[config.mk]
export PLATFORM = sky130hd
export DESIGN_NAME = uart_rx_adv
export DESIGN_NICKNAME = d
export VERILOG_FILES = /design/src/rtl/uart_rx_adv.sv
export SDC_FILE = /design/constraint.sdc
export NUM_CORES = 1
export LEC_CHECK = 0
export ABC_AREA = 1
export CAP_MARGIN = 20
export CORE_MARGIN = 2
export CORE_UTILIZATION = 23
export DETAILED_ROUTE_END_ITERATION = 8
export HOLD_SLACK_MARGIN = 0.06
export SYNTH_ARGS = -nofsm -noshare
export SYNTH_HDL_FRONTEND = slang
export SYNTH_SLANG_ARGS = --single-unit
[constraint.sdc]
create_clock -name clk_i -period 3.2 [get_ports clk_i]
set_input_delay 0.48 -clock clk_i [delete_from_list [all_inputs] [get_ports clk_i]]
set_output_delay 0.48 -clock clk_i [all_outputs]
set_load 0.02 [all_outputs]
[src/rtl/uart_rx_adv.sv]
// Oversampling UART receiver with 2-of-3 mid-bit voting, 5..9 data bits, parity and
// one or two stop bits, a single-word holding register with overrun and idle timeout.
module uart_rx_adv #(
  parameter int MAX_BITS = 9,
  parameter int OVS      = 16,
  parameter int DIV_W    = 16,
  parameter int TO_W     = 8
) (
  input  logic                clk_i,
  input  logic                rst_n_i,
  input  logic                rx_i,
  input  logic                cfg_en_i,
  input  logic [DIV_W-1:0]    cfg_div_i,
  input  logic [2:0]          cfg_bits_i,
  input  logic [2:0]          cfg_parity_i,
  input  logic                cfg_stop_i,
  input  logic [TO_W-1:0]     cfg_to_i,
  output logic [MAX_BITS-1:0] rx_data_o,
  output logic                rx_pe_o,
  output logic                rx_fe_o,
  output logic                rx_brk_o,
  output logic                rx_valid_o,
  input  logic                rx_ready_i,
  output logic                overrun_o,
  output logic                timeout_o,
  output logic                busy_o
);

  localparam int SW = (OVS > 1) ? $clog2(OVS) : 1;
  localparam logic [SW-1:0] SMP_A    = SW'(OVS / 2 - 1);
  localparam logic [SW-1:0] SMP_B    = SW'(OVS / 2);
  localparam logic [SW-1:0] SMP_C    = SW'(OVS / 2 + 1);
  localparam logic [SW-1:0] SMP_LAST = SW'(OVS - 1);
  localparam logic [3:0]    NB_MAX   = 4'(MAX_BITS);

  typedef enum logic [2:0] {
    IDLE,
    START,
    DATA,
    PARITY,
    STOP1,
    STOP2
  } state_t;

  state_t              r_state;
  state_t              w_state_nxt;

  logic [1:0]          r_sync;
  logic                r_rx_prev;
  logic                w_rx;
  logic                w_start;
  logic                w_tick;
  logic [DIV_W-1:0]    r_div;
  logic [SW-1:0]       r_smp;
  logic                r_s0;
  logic                r_s1;
  logic                w_vote_en;
  logic                w_vote;

  logic [3:0]          w_bits_req;
  logic [3:0]          w_nbits;
  logic [3:0]          r_nbits;
  logic [3:0]          r_bit_idx;
  logic                r_par_en;
  logic [1:0]          r_par_mode;
  logic                r_stop2;
  logic [MAX_BITS-1:0] r_shift;
  logic                r_pe;
  logic                r_fe;
  logic                r_zero;
  logic                w_par_exp;
  logic                w_done;
  logic                w_hs;

  logic [SW-1:0]       r_to_sub;
  logic [TO_W-1:0]     r_to_cnt;
  logic                r_to_done;

  assign w_rx      = r_sync[1];
  assign w_start   = cfg_en_i && (r_state == IDLE) && r_rx_prev && !w_rx;
  assign w_tick    = cfg_en_i && (r_div >= cfg_div_i);
  assign w_vote_en = (r_state != IDLE) && w_tick && (r_smp == SMP_C);
  assign w_vote    = (r_s0 & r_s1) | (r_s0 & w_rx) | (r_s1 & w_rx);
  assign w_hs      = rx_valid_o && rx_ready_i;
  assign busy_o    = (r_state != IDLE);

  assign w_bits_req = 4'd5 + {1'b0, cfg_bits_i};
  assign w_nbits    = (w_bits_req > NB_MAX) ? NB_MAX : w_bits_req;

  always_comb begin
    w_par_exp = 1'b0;
    case (r_par_mode)
      2'b00:   w_par_exp = ^r_shift;
      2'b01:   w_par_exp = ~^r_shift;
      2'b10:   w_par_exp = 1'b1;
      default: w_par_exp = 1'b0;
    endcase
  end

  always_ff @(posedge clk_i) begin
    if (!rst_n_i) begin
      r_sync    <= 2'b11;
      r_rx_prev <= 1'b1;
    end else begin
      r_sync    <= {r_sync[0], rx_i};
      r_rx_prev <= w_rx;
    end
  end

  always_ff @(posedge clk_i) begin
    if (!rst_n_i || !cfg_en_i || w_start) begin
      r_div <= '0;
    end else if (w_tick) begin
      r_div <= '0;
    end else begin
      r_div <= r_div + DIV_W'(1);
    end
  end

  // Sample counter runs across bit boundaries; states advance at the mid-bit vote.
  always_ff @(posedge clk_i) begin
    if (!rst_n_i || w_start) begin
      r_smp <= '0;
      r_s0  <= 1'b1;
      r_s1  <= 1'b1;
    end else if ((r_state != IDLE) && w_tick) begin
      r_smp <= (r_smp == SMP_LAST) ? '0 : r_smp + SW'(1);
      if (r_smp == SMP_A) r_s0 <= w_rx;
      if (r_smp == SMP_B) r_s1 <= w_rx;
    end
  end

  always_ff @(posedge clk_i) begin
    if (!rst_n_i) begin
      r_state <= IDLE;
    end else begin
      r_state <= w_state_nxt;
    end
  end

  always_comb begin
    w_state_nxt = r_state;
    w_done      = 1'b0;
    if (!cfg_en_i) begin
      w_state_nxt = IDLE;
    end else begin
      case (r_state)
        IDLE:   if (w_start) w_state_nxt = START;
        START:  if (w_vote_en) w_state_nxt = w_vote ? IDLE : DATA;
        DATA: begin
          if (w_vote_en && (r_bit_idx == r_nbits - 4'd1)) begin
            w_state_nxt = r_par_en ? PARITY : STOP1;
          end
        end
        PARITY: if (w_vote_en) w_state_nxt = STOP1;
        STOP1: begin
          if (w_vote_en) begin
            if (r_stop2) begin
              w_state_nxt = STOP2;
            end else begin
              w_state_nxt = IDLE;
              w_done      = 1'b1;
            end
          end
        end
        STOP2: begin
          if (w_vote_en) begin
            w_state_nxt = IDLE;
            w_done      = 1'b1;
          end
        end
        default: w_state_nxt = IDLE;
      endcase
    end
  end

  always_ff @(posedge clk_i) begin
    if (!rst_n_i) begin
      r_nbits    <= '0;
      r_bit_idx  <= '0;
      r_par_en   <= 1'b0;
      r_par_mode <= '0;
      r_stop2    <= 1'b0;
      r_shift    <= '0;
      r_pe       <= 1'b0;
      r_fe       <= 1'b0;
      r_zero     <= 1'b0;
    end else if (w_start) begin
      r_nbits    <= w_nbits;
      r_bit_idx  <= '0;
      r_par_en   <= cfg_parity_i[0];
      r_par_mode <= cfg_parity_i[2:1];
      r_stop2    <= cfg_stop_i;
      r_shift    <= '0;
      r_pe       <= 1'b0;
      r_fe       <= 1'b0;
      r_zero     <= 1'b1;
    end else if (w_vote_en) begin
      case (r_state)
        DATA: begin
          for (int unsigned i = 0; i < MAX_BITS; i++) begin
            if (r_bit_idx == 4'(i)) r_shift[i] <= w_vote;
          end
          r_bit_idx <= r_bit_idx + 4'd1;
          r_zero    <= r_zero & ~w_vote;
        end
        PARITY: begin
          r_pe   <= (w_vote != w_par_exp);
          r_zero <= r_zero & ~w_vote;
        end
        STOP1, STOP2: begin
          r_fe   <= r_fe | ~w_vote;
          r_zero <= r_zero & ~w_vote;
        end
        default: ;
      endcase
    end
  end

  // Final stop vote is folded in directly so the word lands together with the IDLE return.
  always_ff @(posedge clk_i) begin
    if (!rst_n_i) begin
      rx_data_o  <= '0;
      rx_pe_o    <= 1'b0;
      rx_fe_o    <= 1'b0;
      rx_brk_o   <= 1'b0;
      rx_valid_o <= 1'b0;
      overrun_o  <= 1'b0;
    end else begin
      overrun_o <= 1'b0;
      if (w_done && (!rx_valid_o || rx_ready_i)) begin
        rx_data_o  <= r_shift;
        rx_pe_o    <= r_pe;
        rx_fe_o    <= r_fe | ~w_vote;
        rx_brk_o   <= r_zero & ~w_vote;
        rx_valid_o <= 1'b1;
      end else begin
        if (w_done) overrun_o <= 1'b1;
        if (w_hs) rx_valid_o <= 1'b0;
      end
    end
  end

  always_ff @(posedge clk_i) begin
    if (!rst_n_i || !cfg_en_i || w_start || w_hs) begin
      r_to_sub  <= '0;
      r_to_cnt  <= '0;
      r_to_done <= 1'b0;
      timeout_o <= 1'b0;
    end else begin
      timeout_o <= 1'b0;
      if ((r_state == IDLE) && rx_valid_o && w_tick && !r_to_done) begin
        if (r_to_sub == SMP_LAST) begin
          r_to_sub <= '0;
          r_to_cnt <= r_to_cnt + TO_W'(1);
          if ((cfg_to_i != '0) && (r_to_cnt + TO_W'(1) == cfg_to_i)) begin
            timeout_o <= 1'b1;
            r_to_done <= 1'b1;
          end
        end else begin
          r_to_sub <= r_to_sub + SW'(1);
        end
      end
    end
  end

endmodule

==> out/metrics.yaml <==
place:
  place_congestion: 0.826
  dp.cells: 971
  port_buffers: 51
  place.detailed.hpwl_um: 8020
clock_tree:
  clock_latency_ps: 350
  hold_buffers: 0
  ctsResizeCount: 0
  cts_tree: "built"
  cts_buffer_depth: 2
  clock_sinks: 80
  cts_root_buf: "clkbuf_16"
  cts_setup_buffers: 0
  cts_buffers: 9
  htree_num_levels: 3
  clk_pin_slew_ps: 60
synth:
  ys_seq_elements: 80
  synthesis.area_um2: 4590
  synthAdderAreaFrac_pct: 7.90
  ys.flop_type: "dfxtp_1"
  synth_cells: 659
  synth_fp_nets: 724
  post_synth_and_or_nand_nor_area_fraction_pct: 30.0
  yosys.cell_types.count: 37
  synth_edf_count: 0
  postSynthAreaPerCell_um2: 6.97
  synth-warning-count: 0
  synth_top_family_by_area: "simple AND/OR/NAND/NOR gates"
  synth-xor-area-share_pct: 6.29
  synth_compound_area_share_pct: 9.48
  ys_seq_area_share_pct: 34.9
  muxShareOfSynthArea_pct: 0
  synth-async-reset-ratio_pct: 0
power_and_ir_drop:
  pwr-share-comb_pct: 6.6
  power_frac_clock_pct: 47.6
  p_sw_share_pct: 22.6
  switchingPower_mw: 0.495
  power_frac_seq_pct: 45.9
  p_per_area_nw_per_um2: 383
  p_int_mw: 1.70
  power_leakage_nw: 2.40
  ir_drop_uv: 232
worst_setup_path:
  critPathTopFamily: "simple AND/OR/NAND/NOR gates"
  startpoint_type: "primary input"
  path_buf_inv: 3
  max_stage_delay_ps: 450
  crit_chain: "clkdlybuf4s50_1 -> inv_1 -> ha_1 -> nand2_1 -> nor2_1 -> nor2_1 -> nand2_1 -> nand2_1 -> nand2_1 -> nand2_1 -> nand2_2 -> nand4_4 -> nor2_2 -> nand3_1 -> nand2_1 -> inv_1 -> nor2_1"
  arrival_ps: 2700
  slowest_stage: "clkdlybuf4s50_1"
  crit_path_max_fanout: 13
  timing_worst_setup_path_type: "in2reg"
  crit_path_end_kind: "flip-flop"
  cp_data_required_time_ps: 3480
  cp_common_cell: "nand2_1"
timing:
  skew_ps: 9.27
  grt_setup_unrepaired: "false"
  drv_slew: 0
  fmax_mhz: 413
  final.setup.tns_ps: 0
  finalSetupViolations: 0
  final-hold-violation-count: 0
  tightest_slew_ps: 480
  slew_headroom_pct: 68.0
  fin_crit_sh_pct: 75.7
  period_minus_slack_ps: 2420
final_layout:
  fin_nets: 782
  final_common_cell: "inv_1"
  insertedDiodeCount: 0
  post-route-util_pct: 29.4
  final_layout_size_suffix_gt1_share_pct: 5.40
  n_fill_cell: 2174
  final_cell_count_no_fill: 987
  areaGrowthSynthToFinish_pct: 24.9
  final_cell_mix: "inv_1, nand2_1, dfxtp_1, nor2_1, clkdlybuf4s50_1"
die:
  core_area_um2: 19500
  dieArea_um2: 21100
  ios: 52
  die_w_um: 145
  start_util_pct: 23.5
  die_h_um: 145
  placement_rows: 51
global_route:
  antenna_found_initial: 0
  grtUsageTotal_pct: 10.5
  grt_overflow_total: 0
  grt_pass1_wl_um: 18100
  grt_pass1_vias: 3943
  grt_max_degree: 21
detailed_routing:
  drt_wl_total_um: 10500
  first_iter_violations: 196
  ant_nets: 0
  viasPerCell: 4.16
  avgRoutedWirePerCell_um: 10.7
  firstDrtPassIters: 4
  vias: 4106
  drcViolationCount: 0
outcome:
  status: "complete, no violations"
job:
  drv_cap: 0
hold_path:
  hp-class: "reg2reg"
[kinds of logic (layout without fill, tap and decap cells)]
family,Yosys count,in the layout
adder cells (fa/ha/maj),29,29
flip-flops,80,80
XOR/XNOR,33,33
AO/OA/AOI/OAI,79,79
buffers and inverters,136,199
AND/OR/NAND/NOR,302,302
[per-layer routing]
layer	global-route usage [%]	vias to the layer above	part of all wire, %
met5	0	-	0
met4	3.24	0	1.4
met3	3.11	14	4.6
met2	17.9	63	47
met1	12.6	1805	47
li1	-	2224	-
[area by class of cell]
class / count / area [um2] / share of cell area, %
clock buffer: 12 / 246 / 4.30
clock inverter: 4 / 53.8 / 0.938
inverter: 124 / 465 / 8.12
multi-input combinational: 443 / 2470 / 43.0
sequential: 80 / 1600 / 27.9
tap: 265 / 332 / 5.78
timing repair buffer: 59 / 571 / 9.95
[synthesized netlist by cell type (all sizes together), types with 2 or more instances]
cell | number | area share [%]
inv | 124 | 10
nand2 | 118 | 9.7
nor2 | 84 | 7.4
dfxtp | 80 | 35
a21oi | 38 | 4.1
nand3 | 38 | 4.5
nand4 | 33 | 4.8
ha | 29 | 7.9
o21ai | 29 | 3.2
xor2 | 23 | 4.4
nor3 | 21 | 2.5
xnor2 | 10 | 1.9
buf | 9 | 1.0
or2 | 5 | 0.68
clkbuf | 3 | 0.25
a211oi | 2 | 0.44
o21a | 2 | 0.33
[flip-flops by register name, indices dropped and copies added (netlist names), 2 cells and up]
name	count
r_div	16
r_shift	9
rx_data_o	9
r_to_cnt	8
r_bit_idx	4
r_nbits	4
r_smp	4
r_to_sub	4
r_state	3
r_par_mode	2
r_sync	2
[final timing paths]
kind | from | to | slack (ps) | depth (start not counted)
worst min register to register | r_sync[0]$_SDFF_PN1_ | r_sync[1]$_SDFF_PN1_ | 420 | 1
worst max-delay path | cfg_div_i[3] | r_shift[1]$_SDFFE_PP0P_ | 780 | 17
worst max register to register | r_div[0]$_SDFF_PP0_ | r_shift[1]$_SDFFE_PP0P_ | 1040 | 16
worst min-delay path | r_sync[0]$_SDFF_PN1_ | r_sync[1]$_SDFF_PN1_ | 420 | 1
[power groups by stage]
stage,Combinational [mW],Clock [mW],Sequential (mW)
CTS,0.148,1.08,1.01
detailed placement,0.147,0,1.03
floorplan,0.0747,0,1.03
global route,0.164,1.12,1.01
finish,0.145,1.04,1.01
global placement,0.146,0,1.03
[through the flow]
stage	total power, mW	worst slack (ps)	cell area [um2]	hold WS (ps)
after global placement	1.18	429	5440	394
final	2.20	777	5740	415
after CTS	2.23	750	5740	420
after detailed placement	1.18	392	5440	407
after global routing	2.29	426	5740	441
after floorplan	1.10	1130	4590	393
(Power assumes the default switching activity.)
